==> src/rtl/prpg_hd_monitor_if.sv <==
// ---------------------------------------------------------------------------
// prpg_hd_monitor_if
// Groups the control, pattern-stream, HD-result-stream and statistics signals
// of prpg_hd_monitor. Clock and reset remain plain ports on the module.
//
//   start / run_len          : run control (driven by master)
//   pat_valid/pat_data       : upstream pattern stream (driven by master)
//   pat_ready                : pattern accept (driven by slave)
//   hd_valid/hd_data         : Hamming-distance FIFO head (driven by slave)
//   hd_ready                 : downstream pop (driven by master)
//   hd_sum/hd_cnt/avg_hd     : run statistics (driven by slave)
//   busy/done                : run status (driven by slave)
//
// master = the environment around the monitor, slave = the monitor itself.
// ---------------------------------------------------------------------------
interface prpg_hd_monitor_if;
    logic        start;
    logic [7:0]  run_len;
    logic        pat_valid;
    logic [7:0]  pat_data;
    logic        pat_ready;
    logic        hd_valid;
    logic [3:0]  hd_data;
    logic        hd_ready;
    logic [10:0] hd_sum;
    logic [7:0]  hd_cnt;
    logic [3:0]  avg_hd;
    logic        busy;
    logic        done;

    modport master (
        output start, run_len, pat_valid, pat_data, hd_ready,
        input  pat_ready, hd_valid, hd_data, hd_sum, hd_cnt, avg_hd, busy, done
    );

    modport slave (
        input  start, run_len, pat_valid, pat_data, hd_ready,
        output pat_ready, hd_valid, hd_data, hd_sum, hd_cnt, avg_hd, busy, done
    );
endinterface

==> src/rtl/prpg_hd_monitor.sv <==
// ---------------------------------------------------------------------------
// prpg_hd_monitor
// Measures the Hamming distance between consecutive patterns of an upstream
// LFSR/CA generator over a run of run_len patterns. Each distance is queued in
// a small first-word-fall-through FIFO and accumulated into hd_sum/hd_cnt.
// At the end of the run the average distance is optionally computed with an
// 11-cycle restoring divider.
//
// Ports:
//   clk    : rising-edge clock
//   rst_n  : asynchronous active-low reset
//   bus    : prpg_hd_monitor_if.slave (start/run_len, pattern stream,
//            HD result stream, statistics, busy/done)
//
// Parameter:
//   FIFO_DEPTH : HD result FIFO entries, power of two, >= 2
//
// Build option:
//   PRPG_HD_MONITOR_AVG_EN defined   -> divider present, avg_hd valid in DONE
//   PRPG_HD_MONITOR_AVG_EN undefined -> no divider, DIV lasts one cycle,
//                                       avg_hd tied to 0
// ---------------------------------------------------------------------------
module prpg_hd_monitor #(
    parameter int FIFO_DEPTH = 4
) (
    input  logic             clk,
    input  logic             rst_n,
    prpg_hd_monitor_if.slave bus
);
    localparam int PTR_W = $clog2(FIFO_DEPTH);
    localparam int OCC_W = PTR_W + 1;
    localparam logic [OCC_W-1:0] OCC_FULL = OCC_W'(FIFO_DEPTH);

    typedef enum logic [2:0] {IDLE, FIRST, RUN, DIV, DONE} state_t;

    state_t      state_reg, state_next;
    logic [7:0]  prev_reg, prev_next;
    logic [7:0]  consumed_reg, consumed_next;
    logic [7:0]  run_len_reg, run_len_next;
    logic [10:0] sum_reg, sum_next;
    logic [7:0]  cnt_reg, cnt_next;
    logic [7:0]  consumed_inc;

    logic [3:0]       fifo_mem [FIFO_DEPTH];
    logic [PTR_W-1:0] wr_ptr_reg, rd_ptr_reg;
    logic [OCC_W-1:0] occ_reg, occ_next;

    logic       start_acc;
    logic       accept;
    logic       push;
    logic       pop;
    logic       fifo_empty;
    logic       fifo_full;
    logic       div_last;
    logic [7:0] diff;
    logic [3:0] diff_bits [8];
    logic [3:0] hd_new;

    // ---------------------------------------------------------------------
    // Popcount of prev XOR current pattern
    // ---------------------------------------------------------------------
    assign diff = prev_reg ^ bus.pat_data;

    for (genvar gi = 0; gi < 8; gi++) begin : g_pop
        assign diff_bits[gi] = {3'b000, diff[gi]};
    end

    always_comb begin
        hd_new = 4'd0;
        for (int i = 0; i < 8; i++) begin
            hd_new = hd_new + diff_bits[i];
        end
    end

    // ---------------------------------------------------------------------
    // Handshakes and FIFO status
    // pat_ready looks only at the registered occupancy, so a pop in the same
    // cycle never opens the door for a push into a full FIFO.
    // ---------------------------------------------------------------------
    assign fifo_empty    = (occ_reg == '0);
    assign fifo_full     = (occ_reg == OCC_FULL);
    assign bus.pat_ready = (state_reg == FIRST) || ((state_reg == RUN) && !fifo_full);
    assign accept        = bus.pat_valid && bus.pat_ready;
    assign pop           = !fifo_empty && bus.hd_ready;
    assign start_acc     = bus.start && ((state_reg == IDLE) || (state_reg == DONE));

    // Head is gated so hd_data reads 0 whenever the FIFO is empty (incl. reset).
    assign bus.hd_valid  = !fifo_empty;
    assign bus.hd_data   = fifo_empty ? 4'd0 : fifo_mem[rd_ptr_reg];

    assign bus.hd_sum    = sum_reg;
    assign bus.hd_cnt    = cnt_reg;
    assign bus.busy      = (state_reg == FIRST) || (state_reg == RUN) || (state_reg == DIV);
    assign bus.done      = (state_reg == DONE);

    always_comb begin
        occ_next = occ_reg;
        case ({push, pop})
            2'b10:   occ_next = occ_reg + OCC_W'(1);
            2'b01:   occ_next = occ_reg - OCC_W'(1);
            default: occ_next = occ_reg;
        endcase
    end

    // ---------------------------------------------------------------------
    // FSM next state and run datapath
    // ---------------------------------------------------------------------
    always_comb begin
        state_next    = state_reg;
        prev_next     = prev_reg;
        consumed_next = consumed_reg;
        run_len_next  = run_len_reg;
        sum_next      = sum_reg;
        cnt_next      = cnt_reg;
        push          = 1'b0;
        consumed_inc  = consumed_reg + 8'd1;

        case (state_reg)
            IDLE, DONE: begin
                if (start_acc) begin
                    sum_next      = 11'd0;
                    cnt_next      = 8'd0;
                    consumed_next = 8'd0;
                    run_len_next  = bus.run_len;
                    state_next    = (bus.run_len == 8'd0) ? DIV : FIRST;
                end
            end
            FIRST: begin
                // First pattern only seeds the reference; no distance yet.
                if (accept) begin
                    prev_next     = bus.pat_data;
                    consumed_next = 8'd1;
                    state_next    = (run_len_reg == 8'd1) ? DIV : RUN;
                end
            end
            RUN: begin
                if (accept) begin
                    push          = 1'b1;
                    sum_next      = sum_reg + {7'd0, hd_new};
                    cnt_next      = cnt_reg + 8'd1;
                    prev_next     = bus.pat_data;
                    consumed_next = consumed_inc;
                    if (consumed_inc == run_len_reg) begin
                        state_next = DIV;
                    end
                end
            end
            DIV: begin
                state_next = div_last ? DONE : DIV;
            end
            default: begin
                state_next = IDLE;
            end
        endcase
    end

    always_ff @(posedge clk or negedge rst_n) begin
        if (!rst_n) begin
            state_reg    <= IDLE;
            prev_reg     <= 8'd0;
            consumed_reg <= 8'd0;
            run_len_reg  <= 8'd0;
            sum_reg      <= 11'd0;
            cnt_reg      <= 8'd0;
            wr_ptr_reg   <= '0;
            rd_ptr_reg   <= '0;
            occ_reg      <= '0;
        end else begin
            state_reg    <= state_next;
            prev_reg     <= prev_next;
            consumed_reg <= consumed_next;
            run_len_reg  <= run_len_next;
            sum_reg      <= sum_next;
            cnt_reg      <= cnt_next;
            occ_reg      <= occ_next;
            // Power-of-two depth: pointers wrap naturally.
            if (push) begin
                wr_ptr_reg <= wr_ptr_reg + PTR_W'(1);
            end
            if (pop) begin
                rd_ptr_reg <= rd_ptr_reg + PTR_W'(1);
            end
        end
    end

    // Storage needs no reset: the head is gated by occupancy.
    always_ff @(posedge clk) begin
        if (push) begin
            fifo_mem[wr_ptr_reg] <= hd_new;
        end
    end

`ifdef PRPG_HD_MONITOR_AVG_EN
    // ---------------------------------------------------------------------
    // Restoring divider: hd_sum / hd_cnt, one quotient bit per DIV cycle,
    // 11 cycles for the 11-bit dividend. Operands are loaded on the edge that
    // enters DIV, using the sum that is being written on that same edge.
    // The true quotient never exceeds 8, so the low 4 bits are the result.
    // ---------------------------------------------------------------------
    logic [10:0] div_q_reg, div_q_next;
    logic [7:0]  div_r_reg, div_r_next;
    logic [3:0]  div_step_reg, div_step_next;
    logic [3:0]  avg_reg, avg_next;
    logic [8:0]  rem_shift;
    logic        div_load;

    assign div_load   = (state_next == DIV) && (state_reg != DIV);
    assign div_last   = (div_step_reg == 4'd10);
    assign bus.avg_hd = avg_reg;

    always_comb begin
        div_q_next    = div_q_reg;
        div_r_next    = div_r_reg;
        div_step_next = div_step_reg;
        avg_next      = avg_reg;
        rem_shift     = {div_r_reg, div_q_reg[10]};

        if (start_acc) begin
            avg_next = 4'd0;
        end

        if (div_load) begin
            div_q_next    = sum_next;
            div_r_next    = 8'd0;
            div_step_next = 4'd0;
        end else if (state_reg == DIV) begin
            if (rem_shift >= {1'b0, cnt_reg}) begin
                div_r_next = 8'(rem_shift - {1'b0, cnt_reg});
                div_q_next = {div_q_reg[9:0], 1'b1};
            end else begin
                div_r_next = rem_shift[7:0];
                div_q_next = {div_q_reg[9:0], 1'b0};
            end
            div_step_next = div_step_reg + 4'd1;
            if (div_last) begin
                // Divide-by-zero (no distances in the run) reports 0.
                avg_next = (cnt_reg == 8'd0) ? 4'd0 : div_q_next[3:0];
            end
        end
    end

    always_ff @(posedge clk or negedge rst_n) begin
        if (!rst_n) begin
            div_q_reg    <= 11'd0;
            div_r_reg    <= 8'd0;
            div_step_reg <= 4'd0;
            avg_reg      <= 4'd0;
        end else begin
            div_q_reg    <= div_q_next;
            div_r_reg    <= div_r_next;
            div_step_reg <= div_step_next;
            avg_reg      <= avg_next;
        end
    end
`else
    // No divider: DIV is a single pass-through cycle and no average exists.
    assign div_last   = 1'b1;
    assign bus.avg_hd = 4'd0;
`endif

endmodule
==> src/flat_wrapper.sv <==
// flat-port wrapper written by rule: the top's interface ports become plain ports
module prpg_hd_monitor_flat 
#(
    parameter int FIFO_DEPTH = 4
)
  (clk, rst_n, bus_start, bus_run_len, bus_pat_valid, bus_pat_data, bus_hd_ready, bus_pat_ready, bus_hd_valid, bus_hd_data, bus_hd_sum, bus_hd_cnt, bus_avg_hd, bus_busy, bus_done);
  prpg_hd_monitor_if bus_i ();
  input  logic clk;
  input  logic rst_n;
  input wire logic [$bits(bus_i.start)-1:0] bus_start;
  input wire logic [$bits(bus_i.run_len)-1:0] bus_run_len;
  input wire logic [$bits(bus_i.pat_valid)-1:0] bus_pat_valid;
  input wire logic [$bits(bus_i.pat_data)-1:0] bus_pat_data;
  input wire logic [$bits(bus_i.hd_ready)-1:0] bus_hd_ready;
  output wire logic [$bits(bus_i.pat_ready)-1:0] bus_pat_ready;
  output wire logic [$bits(bus_i.hd_valid)-1:0] bus_hd_valid;
  output wire logic [$bits(bus_i.hd_data)-1:0] bus_hd_data;
  output wire logic [$bits(bus_i.hd_sum)-1:0] bus_hd_sum;
  output wire logic [$bits(bus_i.hd_cnt)-1:0] bus_hd_cnt;
  output wire logic [$bits(bus_i.avg_hd)-1:0] bus_avg_hd;
  output wire logic [$bits(bus_i.busy)-1:0] bus_busy;
  output wire logic [$bits(bus_i.done)-1:0] bus_done;
  assign bus_i.start = bus_start;
  assign bus_i.run_len = bus_run_len;
  assign bus_i.pat_valid = bus_pat_valid;
  assign bus_i.pat_data = bus_pat_data;
  assign bus_i.hd_ready = bus_hd_ready;
  assign bus_pat_ready = bus_i.pat_ready;
  assign bus_hd_valid = bus_i.hd_valid;
  assign bus_hd_data = bus_i.hd_data;
  assign bus_hd_sum = bus_i.hd_sum;
  assign bus_hd_cnt = bus_i.hd_cnt;
  assign bus_avg_hd = bus_i.avg_hd;
  assign bus_busy = bus_i.busy;
  assign bus_done = bus_i.done;
  prpg_hd_monitor #(.FIFO_DEPTH(FIFO_DEPTH)) u_core (.clk(clk), .rst_n(rst_n), .bus(bus_i));
endmodule
==> config.mk <==
export PLATFORM = sky130hd
export DESIGN_NAME = prpg_hd_monitor_flat
export DESIGN_NICKNAME = d
export VERILOG_FILES = /design/src/rtl/prpg_hd_monitor_if.sv /design/src/rtl/prpg_hd_monitor.sv /design/src/flat_wrapper.sv
export SDC_FILE = /design/constraint.sdc
export NUM_CORES = 1
export LEC_CHECK = 0
export CAP_MARGIN = 40
export CORE_ASPECT_RATIO = 1.25
export CORE_MARGIN = 2
export CORE_UTILIZATION = 35
export CTS_BUF_LIST = sky130_fd_sc_hd__clkbuf_8
export CTS_CLUSTER_SIZE = 10
export DETAILED_ROUTE_END_ITERATION = 10
export PLACE_DENSITY = 0.57
export SYNTH_ARGS = -nofsm -noshare
export SYNTH_HDL_FRONTEND = slang
export SYNTH_SLANG_ARGS = --single-unit
==> constraint.sdc <==
create_clock -name clk -period 6.7 [get_ports clk]
set_input_delay 1.34 -clock clk [delete_from_list [all_inputs] [get_ports clk]]
set_output_delay 1.34 -clock clk [all_outputs]
set_load 0.01 [all_outputs]
### Yosys cells after proc, flatten, opt, wreduce, memory -nomap -nowiden

Memory sizes are Yosys's and may differ from the RTL's.
Index checks and enable logic that the tools add are counted.

| operators by class | value |
|---|---|
| $add $sub $neg | 14 |
| equality and inequality tests | 13 |
| multiplexer cells | 22 |
| bitwise logic cells | 1 |
| reductions and logical operators | 23 |

Operators with widths:

| operator | number |
|---|---|
| 2-to-1 mux 8 bit | 4 |
| adder 4 x 1 -> 4 bit | 6 |
| one-hot mux 8 bit (3 select lines) | 1 |
| 2-to-1 mux 11 bit | 2 |
| one-hot mux 11 bit (2 select lines) | 1 |
| adder 8 x 1 -> 8 bit (second input constant) | 2 |
| one-hot mux 8 bit (2 select lines) | 1 |
| 2-to-1 mux 3 bit | 4 |
| one-hot mux 3 bit (4 select lines) | 1 |
| adder 11 x 4 -> 11 bit | 1 |
| equality test 8 x 1 -> 1 bit (second input constant) | 1 |
| equality test 8 bit | 1 |
| logical NOT 8 bit | 1 |
| AND reduction 4 bit | 2 |
| bitwise XOR 8 bit | 1 |
| equality test 3 x 2 -> 1 bit (second input constant) | 2 |
| equality test 3 bit (second input constant) | 2 |
| logical NOT 3 bit | 2 |
| inequality test 2 x 1 -> 1 bit (second input constant) | 3 |
| one-hot mux 3 bit (2 select lines) | 1 |
| 2-to-1 mux 1 bit | 5 |
| adder 2 x 1 -> 2 bit (second input constant) | 2 |
| logical AND 1 bit | 4 |
| logical OR 1 bit | 4 |
| other kinds (15) | 19 |

| storage, ports and cells | value |
|---|---|
| register bits after elaboration | 53 |
| bits in writable memories | 16 |
| bits of input ports | 21 |
| logic and storage cells | 83 |
| memories kept | 1 |

Memories:

| memory | depth | width | rd ports | clocked after memory_dff | wr ports | RTL line | source |
|---|---|---|---|---|---|---|---|
| u_core.fifo_mem | 4 | 4 | 1 | 0 | 1 | prpg_hd_monitor.sv:44 | `logic [3:0] fifo_mem [FIFO_DEPTH];` |

### Longest topological paths before layout

Gate-level depths: netlist (run 1).

| depth | value |
|---|---|
| word-level depth | 11 |
| gate-level depth with buffers | 15 |

### Least setup slack after synthesis (run 1)

Ideal clock, no wire load.

| timing | value |
|---|---|
| path kind | input to register |
| start point | input bus_pat_data[0] |
| end point | register u_core.sum_reg[8], in the netlist u_core.bus.hd_sum[8] |
| arrival time | 5.038 ns |
| data required time | 6.568 ns |
| slack | 1.530 ns |
| stages on the path | 14 |
| cells stage by stage | xor2_1 ha_1 inv_1 fa_1 fa_1 fa_1 fa_1 inv_1 fa_1 a21o_1 a21oi_1 nor4b_2 xnor2_1 nor2_1 |

| on the way | value |
|---|---|
| word-level cells in the longest chain between the ends | 11 |

Ends and longest elaborated chain:

| what | RTL line | source |
|---|---|---|
| start, declared | flat_wrapper.sv:13 | `input wire logic [$bits(bus_i.pat_data)-1:0] bus_pat_data;` |
| bitwise XOR 8 bit | prpg_hd_monitor.sv:62 | `assign diff = prev_reg ^ bus.pat_data;` |
| adder 1 x 1 -> 2 bit | prpg_hd_monitor.sv:71 | `hd_new = hd_new + diff_bits[i];` |
| adder 4 x 1 -> 4 bit (6 in a row) | prpg_hd_monitor.sv:71 |  |
| net u_core.hd_new[1] | prpg_hd_monitor.sv:57 | `logic [3:0] hd_new;` |
| adder 11 x 4 -> 11 bit | prpg_hd_monitor.sv:139 | `sum_next = sum_reg + {7'd0, hd_new};` |
| 2-to-1 mux 11 bit | prpg_hd_monitor.sv:137 | `if (accept) begin` |
| one-hot mux 11 bit (2 select lines) | prpg_hd_monitor.sv:118 | `case (state_reg)` |
| end signal, assigned | prpg_hd_monitor.sv:173 | `sum_reg <= sum_next;` |
| end, declared | prpg_hd_monitor.sv:40 | `logic [10:0] sum_reg, sum_next;` |

The timed path passes the listed nets, and every way through them passes these cells. The select of a mux whose other input is x is not followed.
A chain may end at the register's enable or synchronous reset.

### Worst setup path in the final report (run 1)

Same ends and word-level chain as after synthesis.

==> reports/metrics.yaml, run 1 <==
run_status:
  status: "finished, final reports clean"
worst_hold_path:
  hold_class: "reg2reg"
floorplanning:
  die_x_um: 98.51
  ioPinCount: 52
  rows: 43
  die_h_um: 122.1
  initial_core_util_pct: 35.60
  coreArea_sq_um: 10980
  die-area_sq_um: 12030
synthesis:
  synth_flop_cell: "dfrtp_1"
  syn-instance-count: 355
  synth_cell_types: 57
  yosysWarnings: 0
  ys_seq_area_share_pct: 46.24
  synth_edf_count: 16
  ys_seq_elements: 69
  syn_area_per_cell_sq_um: 11.01
  ys_async_sr_fraction_pct: 76.81
  netlist_area_sq_um: 3907
setup_path:
  worstSetupPathType: "in2reg"
  cp.required_ns: 6.91
  path_cells: "clkdlybuf4s50_1 > xor2_1 > ha_1 > inv_1 > fa_1 > fa_1 > fa_1 > fa_1 > xnor2_1 > ha_1 > a21o_1 > a21oi_1 > nor4b_2 > xnor2_1 > nor2_1"
  cp_max_fo: 5
  cp-end-kind: "flip-flop"
  start_kind: "primary input"
  crit_path_top_delay_cell: "fa_1"
  critPathMaxStageDelay_ns: 0.53
  cp.arrival_ns: 5.81
  cp_common_cell: "fa_1"
route:
  viasPerCell: 4.974
  drtIter0Drc: 116
  routed-via-count: 2686
  routedWlPerCell_um: 14.74
  wl_um: 7957
  route.detailed.drc: 0
  drt_pass1_iterations: 4
  antenna_left: 0
clock_tree:
  cts_tree: "yes"
  holdBufCountCts: 0
  post-cts-setup-buffers: 0
  cts_max_level: 3
  cts_root_buf: "clkbuf_8"
  cts.reportedPaths.clkPinSlew_ns: 0.08
  clk_latency_ns: 0.36
  cts_buffer_depth: 2
  numCtsBuffers: 9
  cts.sinks: 69
  ctsResizeCount: 0
cells_and_area:
  area_delta_synth_final_pct: 20.08
  nNetsFinal: 441
  largest_reg_flops: 16
  diodes: 0
  drive_gt1_share_pct: 13.09
  fin_util_pct: 42.75
  fin_cells: 540
  final_common_cell: "dfrtp_1"
  regMostFlops: "u_core.fifo_mem"
  final_area_sq_um: 4692
  final_cell_mix: "dfrtp_1, clkdlybuf4s50_1, nand2_1"
placed_design:
  gp_congestion: 0.7567
  dp_hpwl_um: 5805
  dpl_cell_area_sq_um: 4478
  preCtsSetupSlack_ns: 0.7268
  dp.cells: 524
  io_buffers: 47
power_and_ir_drop:
  total_power_mw: 2.377
  ir_drop_v: 0.0002936
  power_density_nw_per_um2: 506.6
  power_leakage_nw: 1.921
timing:
  relSlewSlack_pct: 44.59
  fin_crit_sh_pct: 83.52
  finalClockSkew_ns: 0.01079
  setup-violations-final: 0
  fin_hold_ws_ns: 0.4983
  worst_slack_ns: 1.104
  slew_violations: 0
  max_freq_mhz: 178.7
  period_minus_slack_ns: 5.596
  rsz0062_at_grt: "no"
  max_slew.worst_pin.slew_ns: 0.8312
  hold_violations: 0
  setup_tns_ns: 0
grt:
  first_global_vias: 2761
  grt_pass1_wl_um: 13880
  grt_usage_pct: 14.62
  antenna_found_initial: 0
  grt.overflow.total: 0
  grt_max_degree: 54
run:
  max-cap-violations: 0
per-layer routing:
| layer | share of wire (%) | track usage, % |
|---|---|---|
| met5 | 0 | 0 |
| met4 | 1.6 | 6.421 |
| met3 | 3.8 | 3.270 |
| met2 | 48 | 23.09 |
| met1 | 47 | 19.35 |
path summary, 6_finish.rpt:
kind / start / end / slack (ns) / depth (start not counted)
max in group asynchronous: rst_n / u_core.consumed_reg[1] / 5.10 / 2
min in group asynchronous: rst_n / u_core.rd_ptr_reg[1] / 1.08 / 2
worst min-delay path: u_core.occ_reg[2] / u_core.occ_reg[2] / 0.50 / 1
worst min register to register: u_core.occ_reg[2] / u_core.occ_reg[2] / 0.50 / 1
worst max register to register: u_core.prev_reg[1] / u_core.bus.hd_sum[8] / 2.13 / 14
worst max-delay path: bus_pat_data[0] / u_core.bus.hd_sum[8] / 1.10 / 15
critical path, delay by kind of cell:
family | cells | cell delay [ns]
simple gates | 2 | 0.16
xor+xnor | 3 | 0.69
buf+inv | 2 | 0.49
compound gates | 2 | 0.61
fa+ha+maj | 6 | 2.52
synthesized netlist by cell type, drive strengths merged (3+ instances only):
library cell,count,area [sq um]
xor2,7,61.31
nor4,6,56.31
mux2,9,101.4
a22o,4,35.03
nor4b,5,75.07
nand2,46,175.2
inv,19,71.32
nand2b,5,46.30
nor2,24,90.09
or3,3,18.77
and2,13,81.33
and3,3,18.77
o31ai,4,30.03
edfxtp,16,480.5
xnor2,28,245.2
fa,6,120.1
buf,12,85.08
nand4,5,31.28
a31oi,8,50.05
mux4,4,90.09
nor3,4,25.02
nand3,5,30.03
clkbuf,6,25.02
dfrtp,53,1326
ha,14,175.2
o21ai,14,70.07
a21oi,4,20.02
where the power goes:
part / switching (mW) / internal (mW) / total [mW]
clock network: 0.167 / 0.207 / 0.374
logic: 0.664 / 0.555 / 1.22
registers: 0.128 / 0.655 / 0.783
total: 0.959 / 1.42 / 2.38
final cells by class:
cell class / instances / area, sq um
inverters: 19 / 71.32
clock buffers: 9 / 123.9
repair buffers: 49 / 500.5
clock inverters: 7 / 90.09
flip-flops and latches: 69 / 1807
well taps: 135 / 168.9
multi-input cells: 252 / 1931
fillers: 1084 / 6284
cell families after synthesis:
kind of cell	synth area share, %
xor gates and xnor gates	7.845
muxes	5.412
AOI/OAI and AO/OA	9.670
adders and majority gates	7.557
other	0.09597
buffers and inverters	4.643
DFF	46.24
and+or+nand+nor	18.54
Power figures use the tool's default switching activity.
==> run 2, diff against run 1 <==
Clock period 6.7 ns to 5.2 ns, I/O delays scaled along.
==> run 2 against run 1 <==
  * First-iteration DRC count fell by 5.2%
  * Worst setup slack got worse by 0.92 ns
  * Critical path type unchanged
  * Largest power group unchanged
  * Wire length rose by 3.5%
  * Highest routed layer unchanged
  * Design area rose by 0.83%
  * Via count rose by 3.0%
==> reports/metrics.yaml, run 2 (synthesis results as in run 1) <==
run_status:
  status: "finished, final reports clean"
cells_and_area:
  fin_cells: 545  # +0.93%
  multi_input_area_sq_um: 1954  # +1.2%
  fillers: 1062  # -2.0%
  largest_reg_flops: 16  # unchanged
  diodes: 0  # unchanged
  area_delta_synth_final_pct: 21.07
  regMostFlops: "u_core.fifo_mem"
  drive_gt1_share_pct: 14.88  # +1.8 points
  ff_latch_area_sq_um: 1807  # unchanged
  final_common_cell: "dfrtp_1"
  final_cell_mix: "dfrtp_1, clkdlybuf4s50_1, nand2_1"
  nNetsFinal: 446  # +1.1%
setup_path:
  cp_max_fo: 6  # +1
  rr_worst_depth: 15  # +1
  cp_num_cells: 16  # +1
  worstSetupPathType: "in2reg"
  crit_buf_inv: 4  # +2
  cp.required_ns: 5.41  # -1.50 ns
  crit_path_top_delay_cell: "fa_1"
  start_kind: "primary input"
  path_cells: "clkdlybuf4s50_1 > xor2_2 > ha_1 > inv_1 > fa_1 > fa_1 > fa_2 > fa_1 > inv_1 > fa_2 > a21o_1 > a21oi_1 > buf_4 > nor4_2 > xnor2_1 > nor2_1"
  crit_family: "adder cells"
  cp_common_cell: "fa_1"
  cp-end-kind: "flip-flop"
  critPathMaxStageDelay_ns: 0.56  # +0.03 ns
  cp.arrival_ns: 5.22  # -0.59 ns
clock_tree:
  cts_root_buf: "clkbuf_8"
  cts.sinks: 69  # unchanged
  numCtsBuffers: 9  # unchanged
  clk_latency_ns: 0.35  # about the same
  cts_buffer_depth: 2  # unchanged
  cts.reportedPaths.clkPinSlew_ns: 0.07  # about the same
  cts_tree: "yes"
  cts_max_level: 3  # unchanged
timing:
  fin_crit_sh_pct: 96.42
  hold_violations: 0  # unchanged
  slew_violations: 0  # unchanged
  setup_tns_ns: 0  # unchanged
  max_slew.worst_pin.slew_ns: 0.9054  # +0.07425 ns
  max_freq_mhz: 199.4
  period_minus_slack_ns: 5.014
  relSlewSlack_pct: 39.64  # -4.9 points
  finalClockSkew_ns: 0.006951  # -0.003835 ns
  setup-violations-final: 0  # unchanged
  rsz0062_at_grt: "no"
power_and_ir_drop:
  internal_power_mw: 1.921  # +36%
  ir_drop_v: 0.0003665  # +25%
  pwr-share-seq_pct: 31.5  # -1.4 points
  total_power_mw: 3.212  # +35%
  switching_power_mw: 1.291  # +35%
  pwr-share-comb_pct: 55.1  # +3.8 points
  switching_share_pct: 40.19  # -0.17 points
  power_density_nw_per_um2: 679.0  # +34%
  power_leakage_nw: 1.945  # +1.2%
  clkPwrFrac_pct: 13.4  # -2.4 points
floorplanning:
  die_h_um: 122.1  # unchanged
  ioPinCount: 52  # unchanged
  rows: 43  # unchanged
  die-area_sq_um: 12030  # unchanged
  coreArea_sq_um: 10980  # unchanged
  die_x_um: 98.51  # unchanged
  initial_core_util_pct: 35.60  # unchanged
grt:
  grtUsageMet2_pct: 25.04  # +2.0 points
  first_global_vias: 2904  # +5.2%
  met1_usage_pct: 19.69  # +0.34 points
  antenna_found_initial: 0  # unchanged
  grt_util_met3_pct: 1.951  # -1.3 points
  busiest_layer: "met2"
  grt_max_degree: 54  # unchanged
  grt_pass1_wl_um: 14420  # +3.9%
  grt_usage_pct: 15.14  # +0.51 points
  grt.overflow.total: 0  # unchanged
placed_design:
  dp_hpwl_um: 5961  # +2.7%
  gp_congestion: 0.7857  # +3.8%
  io_buffers: 47  # unchanged
  dp.cells: 528  # +0.76%
route:
  antenna_left: 0  # unchanged
  routed-via-count: 2767  # +3.0%
  wl_um: 8237  # +3.5%
  route.detailed.drc: 0  # unchanged
  drt_pass1_iterations: 4  # unchanged
  drtIter0Drc: 110  # -5.2%
  routedWlPerCell_um: 15.11  # +2.6%
  viasPerCell: 5.077  # +2.1%
worst_hold_path:
  hold_path_depth: 1  # unchanged
  hold_class: "reg2reg"
run:
  max-cap-violations: 0  # unchanged
[run 2: cell type report]
class                      count  share of cell area (%)
multi-input combinational    252                   41.31
timing repair buffer          54                   11.37
inverter                      19                   1.508
clock inverter                 6                   1.137
tap                          135                   3.570
sequential                    69                   38.19
clock buffer                  10                   2.909
[run 2: worst paths after layout]
check                                         from                    end  slack [ns]
min in group asynchronous                    rst_n   u_core.rd_ptr_reg[1]        0.81
max in group asynchronous                    rst_n  u_core.run_len_reg[5]        3.89
worst min-delay path             u_core.occ_reg[2]      u_core.occ_reg[2]        0.50
worst max-delay path               bus_pat_data[1]  u_core.bus.hd_sum[10]        0.19
worst min register to register   u_core.occ_reg[2]      u_core.occ_reg[2]        0.50
worst max register to register  u_core.prev_reg[1]  u_core.bus.hd_sum[10]        0.91
[run 2: routing by layer]
layer,vias to the layer above,share of wire [%]
li1,1332,-
met1,1369,47
met2,55,49
met3,11,2.7
met4,0,2.1
met5,-,0
[run 2: timing repair]
| action | in CTS | in global routing |
|---|---|---|
| setup buffers | 0 | 1 |
| setup endpoints to repair | 0 | 8 |
| hold buffers | 0 | 0 |
| resized for setup | 0 | 5 |
[run 2: power groups by stage]
stage | sequential [mW] | combinational (mW) | clock, mW
2_1_floorplan | 0.962 | 1.19 | 0
3_3_place_gp | 1.04 | 1.57 | 0
3_5_place_dp | 1.02 | 1.69 | 0
4_1_cts | 1.01 | 1.70 | 0.448
5_1_grt | 1.04 | 1.99 | 0.465
6_report | 1.01 | 1.77 | 0.430
[run 2: metrics by stage]
stage	setup slack [ns]	hold slack, ns	util, %	area, sq um
after floorplan	0.3299	0.4593	-	3919
after global placement	-0.2795	0.4750	40.82	4481
after detailed placement	-0.3395	0.4888	41.07	4508
after CTS	0.03283	0.5034	42.82	4700
after global routing	0.01192	0.5311	43.10	4731
final	0.1862	0.5044	43.10	4731
==> run 3, diff against run 2 <==
Settings changed: GPL_ROUTABILITY_DRIVEN from default to 0.
==> results of run 3 <==
Same layout as run 2: the final DEF is identical, and so are final timing and power.
